**src/rtl/dm_pkg.sv**
```systemverilog
`timescale 1ns/1ps
// Shared types and widths for the data-memory block mover.
package dm_pkg;

    localparam int unsigned DM_AW = 8;
    localparam int unsigned DM_DW = 8;

    localparam logic MODE_COPY = 1'b0;
    localparam logic MODE_FILL = 1'b1;

    typedef enum logic [1:0] {
        IDLE  = 2'd0,
        READ  = 2'd1,
        WRITE = 2'd2,
        DONE  = 2'd3
    } dm_state_t;

endpackage

```
**src/rtl/dm_block_mover.sv**
```systemverilog
`timescale 1ns/1ps
// Block copy / fill initiator for the 256x8 data memory; reports an 8-bit
// additive checksum of every byte written in the current transfer.
module dm_block_mover
    import dm_pkg::*;
(
    input  logic             CLK,
    input  logic             RST_N,
    input  logic             start_in,
    input  logic             mode_in,
    input  logic [DM_AW-1:0] src_in,
    input  logic [DM_AW-1:0] dst_in,
    input  logic [DM_AW-1:0] len_in,
    input  logic [DM_DW-1:0] fill_in,
    output logic             busy_out,
    output logic             done_out,
    output logic [DM_DW-1:0] checksum_out,
    output logic [DM_AW-1:0] mem_addr_out,
    output logic [DM_DW-1:0] mem_data_out,
    output logic             mem_write_out,
    input  logic [DM_DW-1:0] mem_rdata_in
);

    dm_state_t        state, state_d;
    logic [DM_AW-1:0] src_q, src_d;
    logic [DM_AW-1:0] dst_q, dst_d;
    logic [DM_AW-1:0] rem_q, rem_d;
    logic [DM_DW-1:0] data_q, data_d;
    logic [DM_DW-1:0] fill_q, fill_d;
    logic [DM_DW-1:0] sum_d;
    logic             mode_q, mode_d;
    logic [DM_DW-1:0] wbyte;
    logic             busy_d, done_d, write_d;
    logic [DM_AW-1:0] addr_d;
    logic [DM_DW-1:0] wdata_d;

    // State register, pointers, and registered memory-side outputs.
    always_ff @(posedge CLK or negedge RST_N) begin
        if (!RST_N) begin
            state         <= IDLE;
            src_q         <= '0;
            dst_q         <= '0;
            rem_q         <= '0;
            data_q        <= '0;
            fill_q        <= '0;
            mode_q        <= MODE_COPY;
            checksum_out  <= '0;
            busy_out      <= 1'b0;
            done_out      <= 1'b0;
            mem_addr_out  <= '0;
            mem_data_out  <= '0;
            mem_write_out <= 1'b0;
        end else begin
            state         <= state_d;
            src_q         <= src_d;
            dst_q         <= dst_d;
            rem_q         <= rem_d;
            data_q        <= data_d;
            fill_q        <= fill_d;
            mode_q        <= mode_d;
            checksum_out  <= sum_d;
            busy_out      <= busy_d;
            done_out      <= done_d;
            mem_addr_out  <= addr_d;
            mem_data_out  <= wdata_d;
            mem_write_out <= write_d;
        end
    end

    assign wbyte = (mode_q == MODE_FILL) ? fill_q : data_q;

    // Next-state logic; outputs are decoded from the next state so they
    // line up with the state they describe once registered.
    always_comb begin
        state_d = state;
        src_d   = src_q;
        dst_d   = dst_q;
        rem_d   = rem_q;
        data_d  = data_q;
        fill_d  = fill_q;
        mode_d  = mode_q;
        sum_d   = checksum_out;
        busy_d  = 1'b0;
        done_d  = 1'b0;
        write_d = 1'b0;
        addr_d  = '0;
        wdata_d = '0;

        unique case (state)
            IDLE: begin
                if (start_in) begin
                    src_d  = src_in;
                    dst_d  = dst_in;
                    rem_d  = len_in;
                    fill_d = fill_in;
                    mode_d = mode_in;
                    sum_d  = '0;
                    if (len_in == '0)
                        state_d = DONE;
                    else if (mode_in == MODE_FILL)
                        state_d = WRITE;
                    else
                        state_d = READ;
                end
            end
            READ: begin
                data_d  = mem_rdata_in;
                state_d = WRITE;
            end
            WRITE: begin
                sum_d = DM_DW'(checksum_out + wbyte);
                src_d = DM_AW'(src_q + DM_AW'(1));
                dst_d = DM_AW'(dst_q + DM_AW'(1));
                rem_d = DM_AW'(rem_q - DM_AW'(1));
                if (rem_q == DM_AW'(1))
                    state_d = DONE;
                else if (mode_q == MODE_COPY)
                    state_d = READ;
                else
                    state_d = WRITE;
            end
            DONE: begin
                state_d = IDLE;
            end
            default: state_d = IDLE;
        endcase

        busy_d  = (state_d == READ) || (state_d == WRITE);
        done_d  = (state_d == DONE);
        write_d = (state_d == WRITE);
        if (state_d == READ)
            addr_d = src_d;
        else if (state_d == WRITE)
            addr_d = dst_d;
        if (state_d == WRITE)
            wdata_d = (mode_d == MODE_FILL) ? fill_d : data_d;
    end

endmodule

```
**config.mk**
```make
export PLATFORM = sky130hd
export DESIGN_NAME = dm_block_mover
export DESIGN_NICKNAME = d
export VERILOG_FILES = /design/src/rtl/dm_pkg.sv /design/src/rtl/dm_block_mover.sv
export SDC_FILE = /design/constraint.sdc
export NUM_CORES = 1
export LEC_CHECK = 0
export ABC_AREA = 1
export CORE_MARGIN = 2
export CORE_UTILIZATION = 53
export CTS_CLUSTER_SIZE = 12
export DETAILED_ROUTE_END_ITERATION = 12
export MAX_ROUTING_LAYER = met4
export PLACE_DENSITY = 0.81
export SLEW_MARGIN = 20
export SYNTH_ARGS = -nofsm -noshare
export SYNTH_HDL_FRONTEND = slang
export SYNTH_SLANG_ARGS = --single-unit
export TNS_END_PERCENT = 5
```
**constraint.sdc**
```tcl
create_clock -name CLK -period 2.5 [get_ports CLK]
set_input_delay 0.5 -clock CLK [delete_from_list [all_inputs] [get_ports CLK]]
set_output_delay 0.5 -clock CLK [all_outputs]
set_load 0.05 [all_outputs]
```
==> results_dict.tcl, run 1 <==
set metrics [dict create \
    grt_max_degree 38 \
    hold_slack_ns 0.248 \
    die_w_um 89.8 \
    overflow 0 \
    rsz0062_at_grt "no" \
    ctsResizeCount 0 \
    syn_area_mm2 0.00390 \
    start_util_pct 54.4 \
    finalHoldViolCount 0 \
    regArea_mm2 0.00175 \
    drive_gt1_share_pct 7.02 \
    grt_pass1_wl_um 17400 \
    placedInstanceArea_mm2 0.00474 \
    dp_slack_ns -0.00397 \
    post-route-period-util_pct 88.6 \
    synth_top_area_share_pct 44.9 \
    status "finished, final reports clean" \
    min_period_ns 2.21 \
    yosysMostFrequentCell "nand2_1" \
    hpwl_um 7510 \
    fillCellCount 583 \
    cts_root_buffer "clkbuf_8" \
    crit_path_max_fanout 7 \
    synth_cell_types 33 \
    tns_ns 0 \
    cts_tree "yes" \
    tightest_slew_ns 0.847 \
    detail_route.wl_per_cell_um 14.8 \
    synthCells 513 \
    worstSkewPairLatency_ns 0.35 \
    htree_levels 3 \
    via_count 3737 \
    dominantRegCellSynth "dfrtp_1" \
    yosys_warnings 0 \
    synth_area_per_cell_um2 7.61 \
    max-slew-margin-rel_pct 43.5 \
    dieArea_mm2 0.00807 \
    dp.cells 681 \
    endpoint_kind "register" \
    cts_made_buffers 9 \
    finalWirelength_um 10300 \
    fin_nets 652 \
    ant_nets 0 \
    ys_async_sr_fraction_pct 100 \
    fin_worst_skew_ns 0.0163 \
    place.gp.congestion 0.954 \
    syn-num-nets 572 \
    path_clk_slew_ns 0.08 \
    synth_area_leader_cell "dfrtp_1" \
    arrival_ns 2.46 \
    p_total_mw 6.95 \
    numClockSinks 70 \
    setup_viol 0 \
    viasPerCell 5.36 \
    die_h_um 89.8 \
    critPathLaunchType "input pin" \
    synth-seq-cells 70 \
    diodes 0 \
    grt_use_total_pct 27.7 \
    maxCapViolations 0 \
    rows 31 \
    fmax_mhz 452 \
    drc 0 \
    power.leakage_nw 2.45 \
    required_ns 2.75 \
    utilization_pct 69.4 \
    drt-initial-drc-count 234 \
    clockBufferDepth 2 \
    antenna_found_initial 0 \
    syn2layout_area_growth_pct 27.5 \
    final_cell_area_mm2 0.00498 \
    yosys-top-cells-area "dfrtp_1, nand2_1, o21ai_0" \
    hold_path_class "input pin to async pin" \
    finalMaxSlewViolations 0 \
    synth-edff-count 0 \
    netlist_top_cells_count "nand2_1, dfrtp_1, inv_1, o21ai_0" \
    num_io_pins 71 \
    power_density_mw_per_mm2 1400 \
    fin_ws_ns 0.285 \
    postCtsSetupRepairBufs 0 \
    hold_buffers 0 \
    final-instance-count-excl-fill 697 \
    path_class "input pin to register" \
    multi_input_area_mm2 0.00181 \
    io_buffers 70 \
    ir_drop_v 0.000708 \
    ys_seq_area_share_pct 44.9 \
    design.core.area_mm2 0.00718 \
    grt_pass1_vias 3735 \
    drtPass1Iterations 6 \
]
==> state kept, by name (all words and copies together) (netlist names) <==
signal	flops
fill_q	8
mem_data_out	8
src_q	8
busy_out	1
mode_q	1
mem_addr_out	8
state	2
dst_q	8
checksum_out	8
done_out	1
rem_q	8
data_q	8
mem_write_out	1
==> worst paths after layout <==
check	start	cells past startpoint	slack [ns]	end
max	len_in[0]	13	0.29	mem_addr_out[4]$_DFF_PN0_
min	RST_N	1	0.25	mem_addr_out[7]$_DFF_PN0_
max reg2reg	rem_q[1]$_DFFE_PN0P_	13	0.43	mem_addr_out[4]$_DFF_PN0_
min reg2reg	rem_q[6]$_DFFE_PN0P_	2	0.50	rem_q[6]$_DFFE_PN0P_
max in group asynchronous	RST_N	2	1.53	fill_q[2]$_DFF_PN0_
min in group CLK	rem_q[6]$_DFFE_PN0P_	2	0.50	rem_q[6]$_DFFE_PN0P_
==> per-layer routing <==
layer	up-vias	routed length [um]	track usage [%]
met5	-	0	-
met4	0	200	9.62
met3	24	611	6.29
met2	137	5050	45.0
met1	1757	4450	34.3
li1	1819	-	-
==> cells by family after synthesis <==
family	Yosys count	share of synthesized area, %
buf+inv	82	8.66
fa+ha+maj	15	5.00
flops	70	44.9
compound gates	101	14.5
simple gates	240	25.9
xor+xnor	5	1.12
==> placed cells by master (no fill, tap or decap), types with 6 or more instances in the layout <==
cell,synthesis,routed
a21oi_1,29,29
clkbuf_8,0,11
nand3_1,37,37
buf_4,2,15
inv_1,62,62
o21ai_0,51,51
dfrtp_1,70,70
nand2_1,143,143
nor2_1,37,37
nand4_1,6,6
clkdlybuf4s50_1,0,69
and2_1,8,8
o211ai_1,6,6
ha_1,14,14
==> power breakdown <==
| part | switching [mW] | leakage, nW | internal [mW] |
|---|---|---|---|
| registers | 0.384 | 0.869 | 1.64 |
| logic | 2.51 | 1.47 | 1.35 |
| clock network | 0.447 | 0.116 | 0.616 |
| total | 3.34 | 2.45 | 3.61 |
==> layout make-up <==
| cell class | instances | area share, % |
|---|---|---|
| well taps | 99 | 2.49 |
| multi-input cells | 361 | 36.4 |
| clock inverters | 5 | 1.63 |
| clock buffers | 11 | 3.04 |
| inverters | 66 | 4.98 |
| repair buffers | 85 | 16.2 |
| flip-flops and latches | 70 | 35.2 |
==> critical path, stage by stage <==
cell and delay, ns:
clkdlybuf4s50_1 0.41, nor2_1 0.16, nand3_1 0.10, nor2_1 0.22
nor2_1 0.06, o21ai_0 0.18, buf_4 0.16, inv_1 0.04
ha_1 0.20, nand2_1 0.10, inv_1 0.15, nand2_1 0.11
nand2_1 0.06
No activity file was read; power rests on OpenSTA's default activity.
==> run 2: changes to the inputs <==
- SKIP_LAST_GASP: not set -> 1
==> results of run 2 <==
Final layout, timing and power as in run 1 (identical DEF).
